$ cat src/rtl/clk_div_pkg.sv
// clk_div_pkg: shared types and config clamping for the programmable clock divider
package clk_div_pkg;
  typedef enum logic {IDLE, RUN} state_t;
  localparam logic MODE_AUTO = 1'b0;
  localparam logic MODE_DUTY = 1'b1;
  typedef struct packed {
    logic [31:0] n;
    logic [31:0] h;
  } cfg_t;
  function automatic cfg_t clamp_cfg(input logic [31:0] n, input logic [31:0] h, input logic mode);
    cfg_t c;
    c.n = (n < 32'd2) ? 32'd2 : n;
    c.h = (mode == MODE_DUTY) ? ((h == 32'd0) ? 32'd1 : (h >= c.n) ? c.n - 32'd1 : h) : c.n >> 1;
    return c;
  endfunction
endpackage

$ cat src/rtl/clk_div_shadow_cfg.sv
// clk_div_shadow_cfg: captures LOAD requests into a shadow and applies them, clamped, on request
module clk_div_shadow_cfg
  import clk_div_pkg::*;
#(
  parameter int WIDTH        = 16,
  parameter int DEFAULT_DIV  = 64,
  parameter int DEFAULT_HIGH = 32,
  parameter bit DEFAULT_MODE = 1'b0
) (
  input  logic             i_clk,
  input  logic             i_rst_n,
  input  logic             i_load,
  input  logic [WIDTH-1:0] i_div,
  input  logic [WIDTH-1:0] i_high,
  input  logic             i_mode,
  input  logic             i_apply,
  output logic             o_pending,
  output logic [WIDTH-1:0] o_n,
  output logic [WIDTH-1:0] o_h
);
  logic [WIDTH-1:0] r_div, r_high, r_n, r_h;
  logic             r_mode, r_pending;
  cfg_t             w_cfg;
  logic             w_unused_cfg;
  assign w_cfg        = clamp_cfg(32'(r_div), 32'(r_high), r_mode);
  assign w_unused_cfg = ^{w_cfg.n, w_cfg.h};
  // apply reads the old shadow before a same-edge LOAD overwrites it
  always_ff @(posedge i_clk or negedge i_rst_n) begin
    if (!i_rst_n) begin
      r_div     <= WIDTH'(DEFAULT_DIV);
      r_high    <= WIDTH'(DEFAULT_HIGH);
      r_mode    <= DEFAULT_MODE;
      r_n       <= WIDTH'(DEFAULT_DIV);
      r_h       <= WIDTH'(DEFAULT_HIGH);
      r_pending <= 1'b0;
    end else begin
      if (i_apply) begin
        r_n <= w_cfg.n[WIDTH-1:0];
        r_h <= w_cfg.h[WIDTH-1:0];
      end
      if (i_load) begin
        r_div  <= i_div;
        r_high <= i_high;
        r_mode <= i_mode;
      end
      r_pending <= i_load | (r_pending & ~i_apply);
    end
  end
  assign o_pending = r_pending;
  assign o_n       = r_n;
  assign o_h       = r_h;
endmodule

$ cat src/rtl/clk_div_programmable.sv
// clk_div_programmable: runtime-programmable clock divider with period strobe and glitch-free reload
module clk_div_programmable
  import clk_div_pkg::*;
#(
  parameter int WIDTH        = 16,
  parameter int DEFAULT_DIV  = 64,
  parameter int DEFAULT_HIGH = 32,
  parameter bit DEFAULT_MODE = 1'b0
) (
  input  logic             CLK_50M,
  input  logic             RST,
  input  logic             EN,
  input  logic             LOAD,
  input  logic [WIDTH-1:0] DIV_VAL,
  input  logic [WIDTH-1:0] HIGH_VAL,
  input  logic             MODE,
  output logic             CLK_OUT,
  output logic             TICK,
  output logic             PENDING
);
  state_t           r_state, w_state_nxt;
  logic [WIDTH-1:0] r_cnt, w_cnt_nxt, w_n, w_h;
  logic             r_clk, r_tick, w_clk_nxt, w_tick_nxt, w_apply, w_bound, w_start;
  clk_div_shadow_cfg #(
    .WIDTH(WIDTH), .DEFAULT_DIV(DEFAULT_DIV), .DEFAULT_HIGH(DEFAULT_HIGH), .DEFAULT_MODE(DEFAULT_MODE)
  ) u_cfg (
    .i_clk(CLK_50M), .i_rst_n(RST), .i_load(LOAD), .i_div(DIV_VAL), .i_high(HIGH_VAL),
    .i_mode(MODE), .i_apply(w_apply), .o_pending(PENDING), .o_n(w_n), .o_h(w_h)
  );
  always_ff @(posedge CLK_50M or negedge RST) begin
    if (!RST) begin
      r_state <= IDLE;
      r_cnt   <= '0;
      r_clk   <= 1'b0;
      r_tick  <= 1'b0;
    end else begin
      r_state <= w_state_nxt;
      r_cnt   <= w_cnt_nxt;
      r_clk   <= w_clk_nxt;
      r_tick  <= w_tick_nxt;
    end
  end
  always_comb w_state_nxt = EN ? RUN : IDLE;
  // a period starts on leaving IDLE or at the end of the current period
  always_comb begin
    w_bound    = (r_state == RUN) && (r_cnt == w_n - WIDTH'(1));
    w_start    = (r_state == IDLE) || w_bound;
    w_apply    = PENDING && (!EN || w_bound);
    w_cnt_nxt  = (!EN || w_start) ? '0 : r_cnt + WIDTH'(1);
    w_clk_nxt  = EN && (w_start || (w_cnt_nxt < w_h));
    w_tick_nxt = EN && w_start;
  end
  assign CLK_OUT = r_clk;
  assign TICK    = r_tick;
endmodule

$ cat config.mk
export PLATFORM = sky130hd
export DESIGN_NAME = clk_div_programmable
export DESIGN_NICKNAME = d
export VERILOG_FILES = /design/src/rtl/clk_div_pkg.sv /design/src/rtl/clk_div_shadow_cfg.sv /design/src/rtl/clk_div_programmable.sv
export SDC_FILE = /design/constraint.sdc
export NUM_CORES = 1
export LEC_CHECK = 0
export ABC_AREA = 1
export BUFFER_PORTS_ARGS = -buffer_cell sky130_fd_sc_hd__buf_2
export CORE_MARGIN = 2
export CORE_UTILIZATION = 25
export CTS_CLUSTER_DIAMETER = 150
export CTS_CLUSTER_SIZE = 25
export DETAILED_ROUTE_END_ITERATION = 6
export PLACE_DENSITY = 0.47
export SLEW_MARGIN = 20
export SYNTH_ARGS = -nofsm -noshare
export SYNTH_HDL_FRONTEND = slang
export SYNTH_HIERARCHICAL = 1
export SYNTH_SLANG_ARGS = --single-unit
$ cat constraint.sdc
create_clock -name CLK_50M -period 5.2 [get_ports CLK_50M]
set_input_delay 0.52 -clock CLK_50M [delete_from_list [all_inputs] [get_ports CLK_50M]]
set_output_delay 0.52 -clock CLK_50M [all_outputs]
set_load 0.01 [all_outputs]
==> reports/metrics.yaml, run 1 <==
layout:
  antenna_cells: 0
  fill_cells: 2402
  multiInputGateArea_sq_um: 3010
  nets: 855
  drive_gt1_share_pct: 13.4
  layout_common_cells: "180 x nand2_1, 100 x inv_1, 81 x dfrtp_1, 78 x nor2_1, 54 x o21ai_0"
  final_common_cell: "nand2_1"
  syn_to_final_growth_pct: 13.7
  seq_area_sq_um: 2130
die:
  io_pins: 40
  core_sq_um: 22000
  fp-row-count: 54
  dieArea_sq_um: 23700
  die_h_microns: 154
  start_util_pct: 25.6
  dieWidth_microns: 154
clocking:
  cts_resized: 0
  clock-sinks: 85
  clk_latency_ns: 0.34
  clkTransAtPathRegs_ns: 0.07
  htree_levels: 3
  cts_tree: "built"
  cts_setup_buffers: 0
  numCtsBuffers: 9
  cts_max_path_buffers: 2
  postCtsHoldBufs: 0
  cts-root-buf: "clkbuf_16"
grt:
  met2_usage_pct: 20.1
  grtUsageMet1_pct: 19.3
  gr-usage-met3_pct: 1.66
  gr-total-overflow: 0
  first_global_vias: 4660
  grt_max_degree: 67
  antenna_found_initial: 0
  grt_pass1_wl_microns: 24700
  top_usage_layer: "met2"
  track_usage_pct: 13.1
synth:
  synth_cell_types: 43
  synth.avg_cell_area_sq_um: 7.50
  seq_area_frac_synth_pct: 37.9
  ys_ff_latch: 85
  synth_fp_nets: 821
  yosysWarnings: 6
  synthesis.area_sq_um: 5630
  syn_inst: 750
worst_setup_path:
  cp_max_fo: 15
  critPathKind: "register to register"
  required_ns: 5.48
  cp-end-kind: "register"
  worstPathArrival_ns: 3.66
  setup.worst_path.start_class: "register"
sta:
  report.final.slew_viol_count: 0
  setup_viol: 0
  skew_ns: 0.00883
  clock.fmax_ghz: 0.296
  finalHoldViolations: 0
  grt_setup_unrepaired: "no"
  fin_crit_ns: 3.38
  setup_slack_ns: 1.82
  period_share_pct: 64.9
  worst_slew_pin_slew_ns: 0.685
  max_slew_margin_pct: 54.4
  tns_ns: 0
pwr:
  ir_drop_uv: 168
  power.density_nw_per_um2: 301
  p_leak_nw: 3.13
placement:
  globalplace.congestion: 0.803
  place_ws_ns: 1.79
  numPortBuffers: 39
  dp_hpwl_microns: 11600
routing:
  via_count: 4713
  drc: 0
  viasPerCell: 4.41
  dr.pass1.iters: 4
  avgRoutedWirePerCell_microns: 13.8
  drt_iter0_markers: 233
  antenna_left: 0
  totalWireLength_microns: 14700
job:
  cap_violations: 0
outcome:
  outcome: "finished, final reports clean"
worst_hold_path:
  hold_path.class: "input pin to asynchronous set/reset pin"
[stage by stage]
step | power (mW) | hold slack (ns) | cells | utilization [%] | area (sq um)
floorplan | 1.17 | 0.224 | 750 | - | 5630
global placement | 1.32 | 0.469 | 1052 | 27.7 | 6090
detailed placement | 1.32 | 0.471 | 1052 | 27.7 | 6090
CTS | 1.96 | 0.123 | 1068 | 29.0 | 6380
global route | 2.07 | 0.139 | 1069 | 29.1 | 6400
finish | 1.93 | 0.118 | 1069 | 29.1 | 6400
[registers in the layout, indices dropped and copies added, names as in the netlist]
| register | cells |
|---|---|
| TICK | 1 |
| u_cfg/r_mode | 1 |
| u_cfg/o_n | 16 |
| u_cfg/r_high | 16 |
| r_cnt | 16 |
| CLK_OUT | 1 |
| u_cfg/o_h | 16 |
| r_state | 1 |
| u_cfg/o_pending | 1 |
| u_cfg/r_div | 16 |
[metal layers]
layer	wire length [microns]	part of all wire, %	up-vias
met4	187	1.3	0
met5	0	0	-
met3	346	2.4	11
met2	6280	43	64
met1	7890	54	2144
li1	-	-	2494
[cells in the mapped netlist (all sizes together)]
library cell | n | area [sq um]
a211oi | 2 | 15.0
a21boi | 1 | 7.51
a21o | 4 | 30.0
a21oi | 38 | 201
a221oi | 1 | 8.76
and2 | 2 | 12.5
and3 | 1 | 6.26
buf | 7 | 56.3
clkbuf | 13 | 48.8
dfrtp | 81 | 2030
dfstp | 4 | 105
ha | 34 | 425
inv | 100 | 375
mux2 | 1 | 11.3
nand2 | 191 | 754
nand3 | 51 | 308
nand3b | 2 | 15.0
nand4 | 21 | 138
nor2 | 96 | 449
nor3 | 9 | 45.0
nor3b | 4 | 30.0
nor4 | 2 | 12.5
o2111a | 1 | 11.3
o211ai | 2 | 25.0
o21a | 1 | 7.51
o21ai | 56 | 284
o31ai | 1 | 7.51
or2 | 1 | 6.26
xnor2 | 7 | 61.3
xor2 | 16 | 140
[final timing paths]
check | startpoint | to | slack, ns | cells after the start
max in group asynchronous | RST | r_cnt[2] | 4.03 | 2
hold / removal | RST | u_cfg/r_high[11] | 0.12 | 1
setup reg to reg | u_cfg/o_n[0] | CLK_OUT | 1.82 | 19
min in group CLK_50M | HIGH_VAL[11] | u_cfg/r_high[11] | 0.38 | 3
hold reg to reg | u_cfg/o_h[0] | u_cfg/o_h[0] | 0.49 | 2
setup / recovery | u_cfg/o_n[0] | CLK_OUT | 1.82 | 19
[kinds of logic after synthesis]
kind of cell	after synthesis	synth area share [%]
DFF	85	37.9
xor gates and xnor gates	23	3.58
buffers and inverters	120	8.54
adders and majority gates	34	7.56
and+or+nand+nor	380	31.6
muxes	1	0.200
AOI/OAI and AO/OA	107	10.6
[power by group]
group / internal (mW) / switching [mW] / total (mW)
Clock: 0.353 / 0.271 / 0.624
Sequential: 0.736 / 0.0818 / 0.818
Combinational: 0.175 / 0.311 / 0.486
Total: 1.26 / 0.665 / 1.93
[critical path, stage by stage (launching register included)]
cell and delay, ns:
dfrtp_1 0.42, inv_1 0.16, ha_1 0.25, nand2_2 0.11, nor2_2 0.18, nand2_1 0.08, xor2_1 0.14, nand3_1 0.10
nor2_2 0.05, nand2_2 0.08, nand3_1 0.41, nor3b_1 0.46, ha_1 0.31, a21oi_1 0.18, nand2_1 0.09, nand2_1 0.07
nand2_1 0.06, nand2_1 0.06, nand2_1 0.05, nand2_1 0.04
[cell type report]
class	count	share of cell area, %
Timing Repair Buffer	43	3.75
Multi-Input combinational cell	545	47.1
Clock inverter	4	0.489
Tap cell	280	5.48
Inverter	100	5.87
Sequential cell	85	33.3
Clock buffer	12	4.01
(Power assumes the default switching activity.)
==> inputs of run 2 (changes only) <==
==> constraint.sdc (replaced) <==
create_clock -name CLK_50M -period 3.41 [get_ports CLK_50M]
set_input_delay 0.341 -clock CLK_50M [delete_from_list [all_inputs] [get_ports CLK_50M]]
set_output_delay 0.341 -clock CLK_50M [all_outputs]
set_load 0.01 [all_outputs]
==> run 2 against run 1 <==
Effect of this change: final cell count up 0.56%; clock-buffer cell count increased by 2; global-route usage rose by 0.32 points; clock power is 51% higher; non-clock buffer count is 7 higher; clock skew grew 0.0011 ns; via count is 0.38% higher.
==> reports/metrics.yaml, run 2 (synthesized netlist as in run 1, its figures left out) <==
outcome:
  outcome: "finished, final reports clean"
worst_setup_path:
  worstPathCellList: "inv_1 -> ha_1 -> nand2_2 -> nor2_2 -> nand3_1 -> nand2_1 -> nand2_1 -> inv_1 -> nand2_1 -> nor2_2 -> nand2_2 -> nand3_1 -> buf_4 -> nor2_1 -> o21a_1 -> ha_1 -> nand2_1 -> nor2_1 -> a211oi_1 -> o2111a_1 -> nand2_1 -> nand2_1"
  cp_slowest_stage_delay_ns: 0.42  # -0.04 ns
  reg2reg_from: "u_cfg/o_n[0]"
  critPathKind: "register to register"
  crit_path_frequent_cell: "nand2_1"
  path_buf_inv: 3  # +2
  ff2ff_path_depth: 22  # +3
  required_ns: 3.69  # -1.79 ns
  cp_max_fo: 15  # unchanged
  r2r-end: "CLK_OUT"
  worstPathArrival_ns: 3.37  # -0.29 ns
  setup.worst_path.start_class: "register"
  crit_family: "simple AND/OR/NAND/NOR gates"
  ff2ff_setup_slack_ns: 0.32  # -1.50 ns
  cp_slowest_cell: "dfrtp_1"
  cp-end-kind: "register"
layout:
  nets: 862  # +0.82%
  layout_common_cells: "180 x nand2_1, 100 x inv_1, 81 x dfrtp_1, 78 x nor2_1, 54 x o21ai_0"
  drive_gt1_share_pct: 14.1  # +0.65 points
  antenna_cells: 0  # unchanged
  syn_to_final_growth_pct: 14.9
  fill_cells: 2363  # -1.6%
  final_common_cell: "nand2_1"
  final_cell_area_sq_um: 6460  # +1.0%
die:
  die_h_microns: 154  # unchanged
  fp-row-count: 54  # unchanged
  io_pins: 40  # unchanged
  dieArea_sq_um: 23700  # unchanged
  dieWidth_microns: 154  # unchanged
  core_sq_um: 22000  # unchanged
  start_util_pct: 25.6  # unchanged
sta:
  finalHoldViolations: 0  # unchanged
  tns_ns: 0  # unchanged
  grt_setup_unrepaired: "no"
  hold-worst-slack_ns: 0.201  # +0.0835 ns
  report.final.slew_viol_count: 0  # unchanged
  setup_slack_ns: 0.325  # -1.50 ns
  skew_ns: 0.00997  # +0.00113 ns
  fin_crit_ns: 3.09  # -0.292 ns
  setup_viol: 0  # unchanged
  period_share_pct: 90.5  # +26 points
  clock.fmax_ghz: 0.324  # +9.5%
  max_slew_margin_pct: 59.4  # +5.0 points
  worst_slew_pin_slew_ns: 0.609  # -0.0757 ns
routing:
  avgRoutedWirePerCell_microns: 14.0  # +1.6%
  drc: 0  # unchanged
  antenna_left: 0  # unchanged
  viasPerCell: 4.40  # -0.18%
  drt_iter0_markers: 254  # +9.0%
  totalWireLength_microns: 15000  # +2.2%
  via_count: 4731  # +0.38%
  dr.pass1.iters: 5  # +1
worst_hold_path:
  whs_path_depth: 3
  hold_start: "DIV_VAL[4]"
  hold_path.class: "input pin to register"
  hold_path_end: "u_cfg/r_div[4]"
grt:
  track_usage_pct: 13.4  # +0.32 points
  antenna_found_initial: 0  # unchanged
  first_global_vias: 4762  # +2.2%
  grt_pass1_wl_microns: 25200  # +2.1%
  grt_max_degree: 75  # +12%
  gr-total-overflow: 0  # unchanged
placement:
  placed_area_sq_um: 6140  # +0.74%
  globalplace.congestion: 0.815  # +1.5%
  place_ws_ns: 0.348  # -1.45 ns
  numPortBuffers: 39  # unchanged
  dp_hpwl_microns: 11800  # +2.0%
clocking:
  numCtsBuffers: 9  # unchanged
  htree_levels: 3  # unchanged
  cts_tree: "built"
  clock-sinks: 85  # unchanged
  cts_max_path_buffers: 2  # unchanged
  cts_setup_buffers: 0  # unchanged
  cts-root-buf: "clkbuf_16"
  clk_latency_ns: 0.35  # about the same
  clkTransAtPathRegs_ns: 0.06  # about the same
pwr:
  ir_drop_uv: 331  # +97%
  power.density_nw_per_um2: 456  # +51%
  p_leak_nw: 3.17  # +1.1%
job:
  cap_violations: 0  # unchanged
run 2: metal layers:
layer	track usage, %	part of all wire (%)
met1	19.4	52
met2	20.5	43
met3	2.40	2.9
met4	3.92	1.6
met5	0	0
run 2: layout make-up:
class                   instances  area [sq um]  area share (%)
multi-input cells             545          3020            46.8
flip-flops and latches         85          2130            33.0
inverters                     100           375            5.81
well taps                     280           350            5.42
repair buffers                 50           303            4.68
clock buffers                  14           274            4.24
clock inverters                 1          5.00          0.0774
run 2: worst max path at each step:
stage                 startpoint  endpoint  slack, ns  cells after the start
floorplan           u_cfg/o_n[0]   CLK_OUT       0.52                     19
global placement    u_cfg/o_n[0]   CLK_OUT       0.37                     21
detailed placement  u_cfg/o_n[0]   CLK_OUT       0.35                     19
CTS                 u_cfg/o_n[0]   CLK_OUT       0.33                     21
global route        u_cfg/o_n[0]   CLK_OUT      0.005                     21
finish              u_cfg/o_n[0]   CLK_OUT       0.32                     22
run 2: power by group:
part	internal (mW)	leakage [nW]	switching, mW	total [mW]
registers	1.12	1.05	0.122	1.25
logic	0.276	1.98	0.482	0.758
clock network	0.549	0.139	0.393	0.942
total	1.95	3.17	0.997	2.94
run 2: repair_timing:
item / in CTS / in global routing
gates resized for setup: 0 / 2
setup endpoints to repair: 0 / 1
endpoints found under the hold margin: 0 / 17
hold buffers: 0 / 1
run 2: per-stage QoR:
step,util [%],std cells,power [mW]
final,29.4,1075,2.94
after global routing,29.4,1075,3.16
after CTS,29.2,1073,2.99
after detailed placement,27.9,1058,2.02
after global placement,27.9,1058,2.02
after floorplan,-,750,1.79
run 2: tightest hold or removal path, cell delays in order:
cell	delay, ns
buf_2	0.08
nand2_1	0.04
o21ai_0	0.05
